[config.mk]
export PLATFORM = sky130hd
export DESIGN_NAME = first_nios2_system_sysinfo
export DESIGN_NICKNAME = d
export VERILOG_FILES = /design/src/rtl/first_nios2_system_sysinfo.sv
export SDC_FILE = /design/constraint.sdc
export NUM_CORES = 1
export LEC_CHECK = 0
export BUFFER_PORTS_ARGS = -buffer_cell sky130_fd_sc_hd__buf_2
export CORE_ASPECT_RATIO = 2
export CORE_MARGIN = 2
export CORE_UTILIZATION = 50
export CTS_CLUSTER_DIAMETER = 80
export CTS_CLUSTER_SIZE = 8
export DETAILED_ROUTE_END_ITERATION = 7
export PLACE_DENSITY_LB_ADDON = 0.1
export REMOVE_ABC_BUFFERS = 1
export SYNTH_ARGS = -nofsm -noshare
export SYNTH_HDL_FRONTEND = slang
export SYNTH_SLANG_ARGS = --single-unit
[constraint.sdc]
create_clock -name clock -period 2.11 [get_ports clock]
set_input_delay 0.211 -clock clock [delete_from_list [all_inputs] [get_ports clock]]
set_output_delay 0.211 -clock clock [all_outputs]
set_load 0.02 [all_outputs]
[src/rtl/first_nios2_system_sysinfo.sv]
// System-identification and uptime peripheral for the Avalon-MM bus.
// It provides fixed ID words, scratch/control/status registers and a free-running uptime counter.
module first_nios2_system_sysinfo #(
  parameter logic [31:0] SYSTEM_ID = 32'h5A7B_0001,
  parameter logic [31:0] TIMESTAMP = 32'd1518032159,
  parameter int          NUM_USER  = 4,
  parameter logic [32*((NUM_USER > 0) ? NUM_USER : 1)-1:0] USER_VALUES = '0,
  parameter int          CNT_W     = 64,
  parameter int          ADDR_W    = 4,
  parameter logic [7:0]  VERSION   = 8'h02
) (
  input  logic              clock,
  input  logic              reset_n,
  input  logic [ADDR_W-1:0] address,
  input  logic              read,
  input  logic              write,
  input  logic [31:0]       writedata,
  input  logic [3:0]        byteenable,
  output logic [31:0]       readdata,
  output logic              readdatavalid
);

  generate
    if ((1 << ADDR_W) < (8 + NUM_USER)) begin : g_addr_chk
      $error("ADDR_W too small for 8 + NUM_USER words");
    end
    if (NUM_USER < 0 || NUM_USER > 8) begin : g_user_chk
      $error("NUM_USER must be 0..8");
    end
    if (CNT_W < 33 || CNT_W > 64) begin : g_cnt_chk
      $error("CNT_W must be 33..64");
    end
  endgenerate

  localparam logic [7:0]  NUM_USER_B = 8'(NUM_USER);
  localparam logic [7:0]  ADDR_W_B   = 8'(ADDR_W);
  localparam logic [31:0] PARAM_WORD = {8'h00, NUM_USER_B, ADDR_W_B, VERSION};

  logic [CNT_W-1:0] cnt_q, cnt_d;
  logic [31:0]      hi_shadow_q, hi_shadow_d;
  logic [31:0]      scratch_q, scratch_d;
  logic             en_q, en_d;
  logic             ovf_q, ovf_d;
  logic [31:0]      readdata_q, readdata_d;
  logic             readdatavalid_q, readdatavalid_d;

  logic [31:0] rdata_mux;
  logic [31:0] cnt_hi_ext;
  logic        wr_ctrl, wr_stat, clr, inc;

  assign cnt_hi_ext = 32'(cnt_q >> 32);

  always_comb begin
    rdata_mux = '0;
    case (address)
      ADDR_W'(0): rdata_mux = SYSTEM_ID;
      ADDR_W'(1): rdata_mux = TIMESTAMP;
      ADDR_W'(2): rdata_mux = cnt_q[31:0];
      ADDR_W'(3): rdata_mux = hi_shadow_q;
      ADDR_W'(4): rdata_mux = scratch_q;
      ADDR_W'(5): rdata_mux = {31'b0, en_q};
      ADDR_W'(6): rdata_mux = {31'b0, ovf_q};
      ADDR_W'(7): rdata_mux = PARAM_WORD;
      default: begin
        for (int k = 0; k < NUM_USER; k++) begin
          if (address == ADDR_W'(8 + k)) rdata_mux = USER_VALUES[32*k +: 32];
        end
      end
    endcase
  end

  always_comb begin
    wr_ctrl = write && (address == ADDR_W'(5)) && byteenable[0];
    wr_stat = write && (address == ADDR_W'(6)) && byteenable[0];
    clr     = wr_ctrl && writedata[1];
    inc     = en_q && !clr;

    en_d = wr_ctrl ? writedata[0] : en_q;

    // Clear beats increment; the wrap into zero is what flags overflow.
    cnt_d = cnt_q;
    if (clr)      cnt_d = '0;
    else if (inc) cnt_d = cnt_q + CNT_W'(1);

    ovf_d = ovf_q;
    if (inc && (&cnt_q))                ovf_d = 1'b1;
    else if (wr_stat && writedata[0])   ovf_d = 1'b0;

    scratch_d = scratch_q;
    if (write && (address == ADDR_W'(4))) begin
      for (int b = 0; b < 4; b++) begin
        if (byteenable[b]) scratch_d[8*b +: 8] = writedata[8*b +: 8];
      end
    end

    // Reading the low word captures the high half from the same cycle for a coherent 64-bit sample.
    hi_shadow_d = hi_shadow_q;
    if (read && (address == ADDR_W'(2))) hi_shadow_d = cnt_hi_ext;

    readdata_d      = read ? rdata_mux : readdata_q;
    readdatavalid_d = read;
  end

  always_ff @(posedge clock or negedge reset_n) begin
    if (!reset_n) begin
      cnt_q           <= '0;
      hi_shadow_q     <= '0;
      scratch_q       <= '0;
      en_q            <= 1'b1;
      ovf_q           <= 1'b0;
      readdata_q      <= '0;
      readdatavalid_q <= 1'b0;
    end else begin
      cnt_q           <= cnt_d;
      hi_shadow_q     <= hi_shadow_d;
      scratch_q       <= scratch_d;
      en_q            <= en_d;
      ovf_q           <= ovf_d;
      readdata_q      <= readdata_d;
      readdatavalid_q <= readdatavalid_d;
    end
  end

  assign readdata      = readdata_q;
  assign readdatavalid = readdatavalid_q;

endmodule

==> results.py <==
metrics = {
    "finish": {
        "regArea_mm2": 0.004081,
        "nFillCells": 1288,
        "final_cell_mix": "dfrtp_1, nor2_1, a21oi_1",
        "drive_above_1_share_pct": 30.29,
        "multiInputGateArea_mm2": 0.003521,
        "layout_commonest_cell": "dfrtp_1",
        "fin_nets": 920,
        "fin_util_pct": 62.34,
        "n_antenna_cell": 0,
        "syn2layout_area_growth_pct": 22.57,
    },
    "hold_path": {
        "hold_class": "input port to flop",
        "hp-start": "writedata[30]",
        "holdPathEnd": "scratch_q[30]$_DFFE_PN0P_",
        "whs_path_depth": 2,
    },
    "cts": {
        "cts_tree": "yes",
        "numCtsBuffers": 17,
        "cts_root_buf": "clkbuf_16",
        "h-tree-depth": 4,
        "clkLatencyLatePin_ns": 0.44,
        "clock-sinks": 163,
        "clockBufferDepth": 2,
        "path_clk_slew_ns": 0.06,
    },
    "power_and_ir_drop": {
        "peakVddDrop_mv": 0.6510,
        "power_w": 0.01013,
        "clkPwrFrac_pct": 30.2,
        "p_int_w": 0.006819,
        "p_comb_share_pct": 24.7,
        "power.net_switching_w": 0.003312,
        "power_density_mw_per_mm2": 1068,
        "seq_power_share_pct": 45.1,
        "swShare_pct": 32.69,
        "leakage_nw": 3.998,
    },
    "setup_path": {
        "r2r-end": "cnt_q[46]$_DFFE_PN0P_",
        "reg2regPathDepth": 6,
        "slowest_stage": "dfrtp_1",
        "critPathArrivalTime_ns": 2.38,
        "worstSetupPathType": "flop to flop",
        "worstPathRequired_ns": 2.42,
        "crit_chain": "and4_1, buf_4, nand4_1, and4bb_2, nand3_1, mux2_2",
        "r2r_start": "cnt_q[6]$_DFFE_PN0P_",
        "cp_top_family": "simple AND/OR/NAND/NOR gates",
        "cp-end-kind": "flop",
        "critPathMaxFanout": 6,
        "critPathBufInv": 1,
        "start_kind": "flop",
        "cpPeakStageDelay_ns": 0.43,
        "r2r_setup_slack_ns": 0.04,
    },
    "routing": {
        "via_per_inst": 5.815,
        "detail_route.wl_per_cell_um": 19.62,
        "drt_iter0_markers": 366,
        "wl_um": 21300,
        "num_vias": 6315,
        "drc": 0,
        "drtAntennaViolNets": 0,
        "dr.pass1.iters": 5,
    },
    "flow_run": {
        "cap_violations": 0,
    },
    "global_routing": {
        "grt_max_degree": 69,
        "grt_first_pass_wirelength_um": 34470,
        "antenna_found_initial": 0,
        "first_global_vias": 6556,
        "grt-ovfl-total": 0,
        "grt_usage_pct": 26.89,
    },
    "synth": {
        "synth_edf_count": 0,
        "synth_ff_type": "dfrtp_1",
        "synth.yosys.seq_area_share_pct": 52.72,
        "syn_inst": 743,
        "synthesis.area_mm2": 0.007739,
        "synth_cell_types": 46,
        "ys_warn_count": 0,
        "ys_async_sr_fraction_pct": 100.0,
        "syn_avg_cell_area_um2": 10.42,
        "ys_ff_latch": 163,
    },
    "sta": {
        "slew_violations": 0,
        "worst_slew_pin_slew_ns": 0.6673,
        "fin_crit_ns": 2.066,
        "fin_crit_sh_pct": 97.90,
        "hold_slack_ns": 0.01117,
        "rsz0062_at_grt": "true",
        "fmax_ghz": 0.4841,
        "final-hold-violation-count": 0,
        "setup_ws_ns": 0.04435,
        "fin_setup_tns_ns": 0,
        "setup_violations": 0,
        "relSlewSlack_pct": 55.51,
        "fin_skew_ns": 0.01036,
    },
    "floorplanning": {
        "die_w_um": 91.97,
        "num_io_pins": 77,
        "initial_core_util_pct": 50.86,
        "coreArea_mm2": 0.01521,
        "dieArea_mm2": 0.01655,
        "rows": 64,
        "die_y_um": 179.9,
    },
    "outcome": {
        "status": "finished, final reports clean",
    },
    "placement": {
        "globalplace.congestion": 0.9634,
        "portBuffers": 76,
        "post-dp-hpwl_um": 15950,
        "pre_cts_slack_ns": 0.01328,
    },
}
[final cells by class]
| cell class | instances | area share, % |
|---|---|---|
| multi-input cells | 534 | 37.12 |
| flip-flops and latches | 163 | 43.03 |
| inverters | 9 | 0.3562 |
| clock buffers | 20 | 4.815 |
| clock inverters | 12 | 1.398 |
| well taps | 198 | 2.612 |
| repair buffers | 150 | 10.67 |
[routing by layer]
layer,global-route usage (%),vias up,wire length [um]
met5,0,-,0
met4,11.82,0,744
met3,4.568,57,696
li1,-,2943,-
met1,30.62,3133,8185
met2,48.65,182,11680
[cells in the mapped netlist, drive strengths merged, types with 3 or more instances]
library cell | n | area share [%]
a21oi | 79 | 5.1
nand4 | 29 | 3.0
and3 | 11 | 0.89
clkbuf | 21 | 1.0
or3 | 22 | 1.8
nor3 | 18 | 1.2
a22oi | 12 | 1.2
dfrtp | 162 | 52
buf | 16 | 1.2
xor2 | 19 | 2.2
mux2 | 65 | 9.5
o22ai | 3 | 0.24
or4 | 4 | 0.39
nand2 | 47 | 2.3
nand3 | 27 | 1.8
a31oi | 12 | 0.97
o31ai | 4 | 0.39
nor2 | 87 | 4.2
and2 | 3 | 0.24
nor2b | 4 | 0.32
xnor2 | 17 | 1.9
o21ai | 25 | 1.6
inv | 9 | 0.44
mux2i | 12 | 1.6
nand2b | 3 | 0.24
nor4 | 13 | 1.6
and4 | 7 | 0.79
[worst max-delay path by stage]
stage | slack, ns | endpoint | from | cells after the start
2_1_floorplan | -1.08 | scratch_q[10]$_DFFE_PN0P_ | address[3] | 4
3_3_place_gp | 0.06 | cnt_q[57]$_DFFE_PN0P_ | cnt_q[34]$_DFFE_PN0P_ | 6
3_5_place_dp | 0.01 | cnt_q[57]$_DFFE_PN0P_ | cnt_q[34]$_DFFE_PN0P_ | 6
4_1_cts | 0.005 | cnt_q[43]$_DFFE_PN0P_ | cnt_q[34]$_DFFE_PN0P_ | 5
5_1_grt | -0.01 | cnt_q[34]$_DFFE_PN0P_ | cnt_q[1]$_DFFE_PN0P_ | 9
6_report | 0.04 | cnt_q[46]$_DFFE_PN0P_ | cnt_q[6]$_DFFE_PN0P_ | 6
[what timing repair did]
item	CTS	global route
hold buffers	3	0
pin swaps	0	7
buffers inserted	0	3
setup endpoints to repair	1	15
hold endpoints to repair	65	0
gates resized for setup	1	12
[flip-flops by register name (all words and copies together) (netlist names)]
name / flops
ovf_q: 1
readdata: 32
cnt_q: 64
hi_shadow_q: 32
readdatavalid: 1
en_q: 1
scratch_q: 32
[cells by family after synthesis]
logic type,synth area share [%]
AO/OA/AOI/OAI,9.911
buffers and inverters,2.684
adder cells (fa/ha/maj),0.1617
multiplexers,11.01
AND/OR/NAND/NOR,19.43
flip-flops,52.72
XOR/XNOR,4.074
[stage by stage]
step           cell area, um2  instances
6_report                 9485       1086
4_1_cts                  9404       1083
2_1_floorplan            7565        706
5_1_grt                  9485       1086
3_5_place_dp             8778       1048
3_3_place_gp             8778       1048
[power by group through the flow]
stage	sequential (W)	clock (W)	combinational, W
after floorplan	0.00451	0	0.00131
after detailed placement	0.00461	0	0.00242
after global routing	0.00467	0.00324	0.00273
final	0.00457	0.00306	0.00250
after global placement	0.00455	0	0.00236
after CTS	0.00455	0.00312	0.00245
No activity file was read; power rests on OpenSTA's default activity.
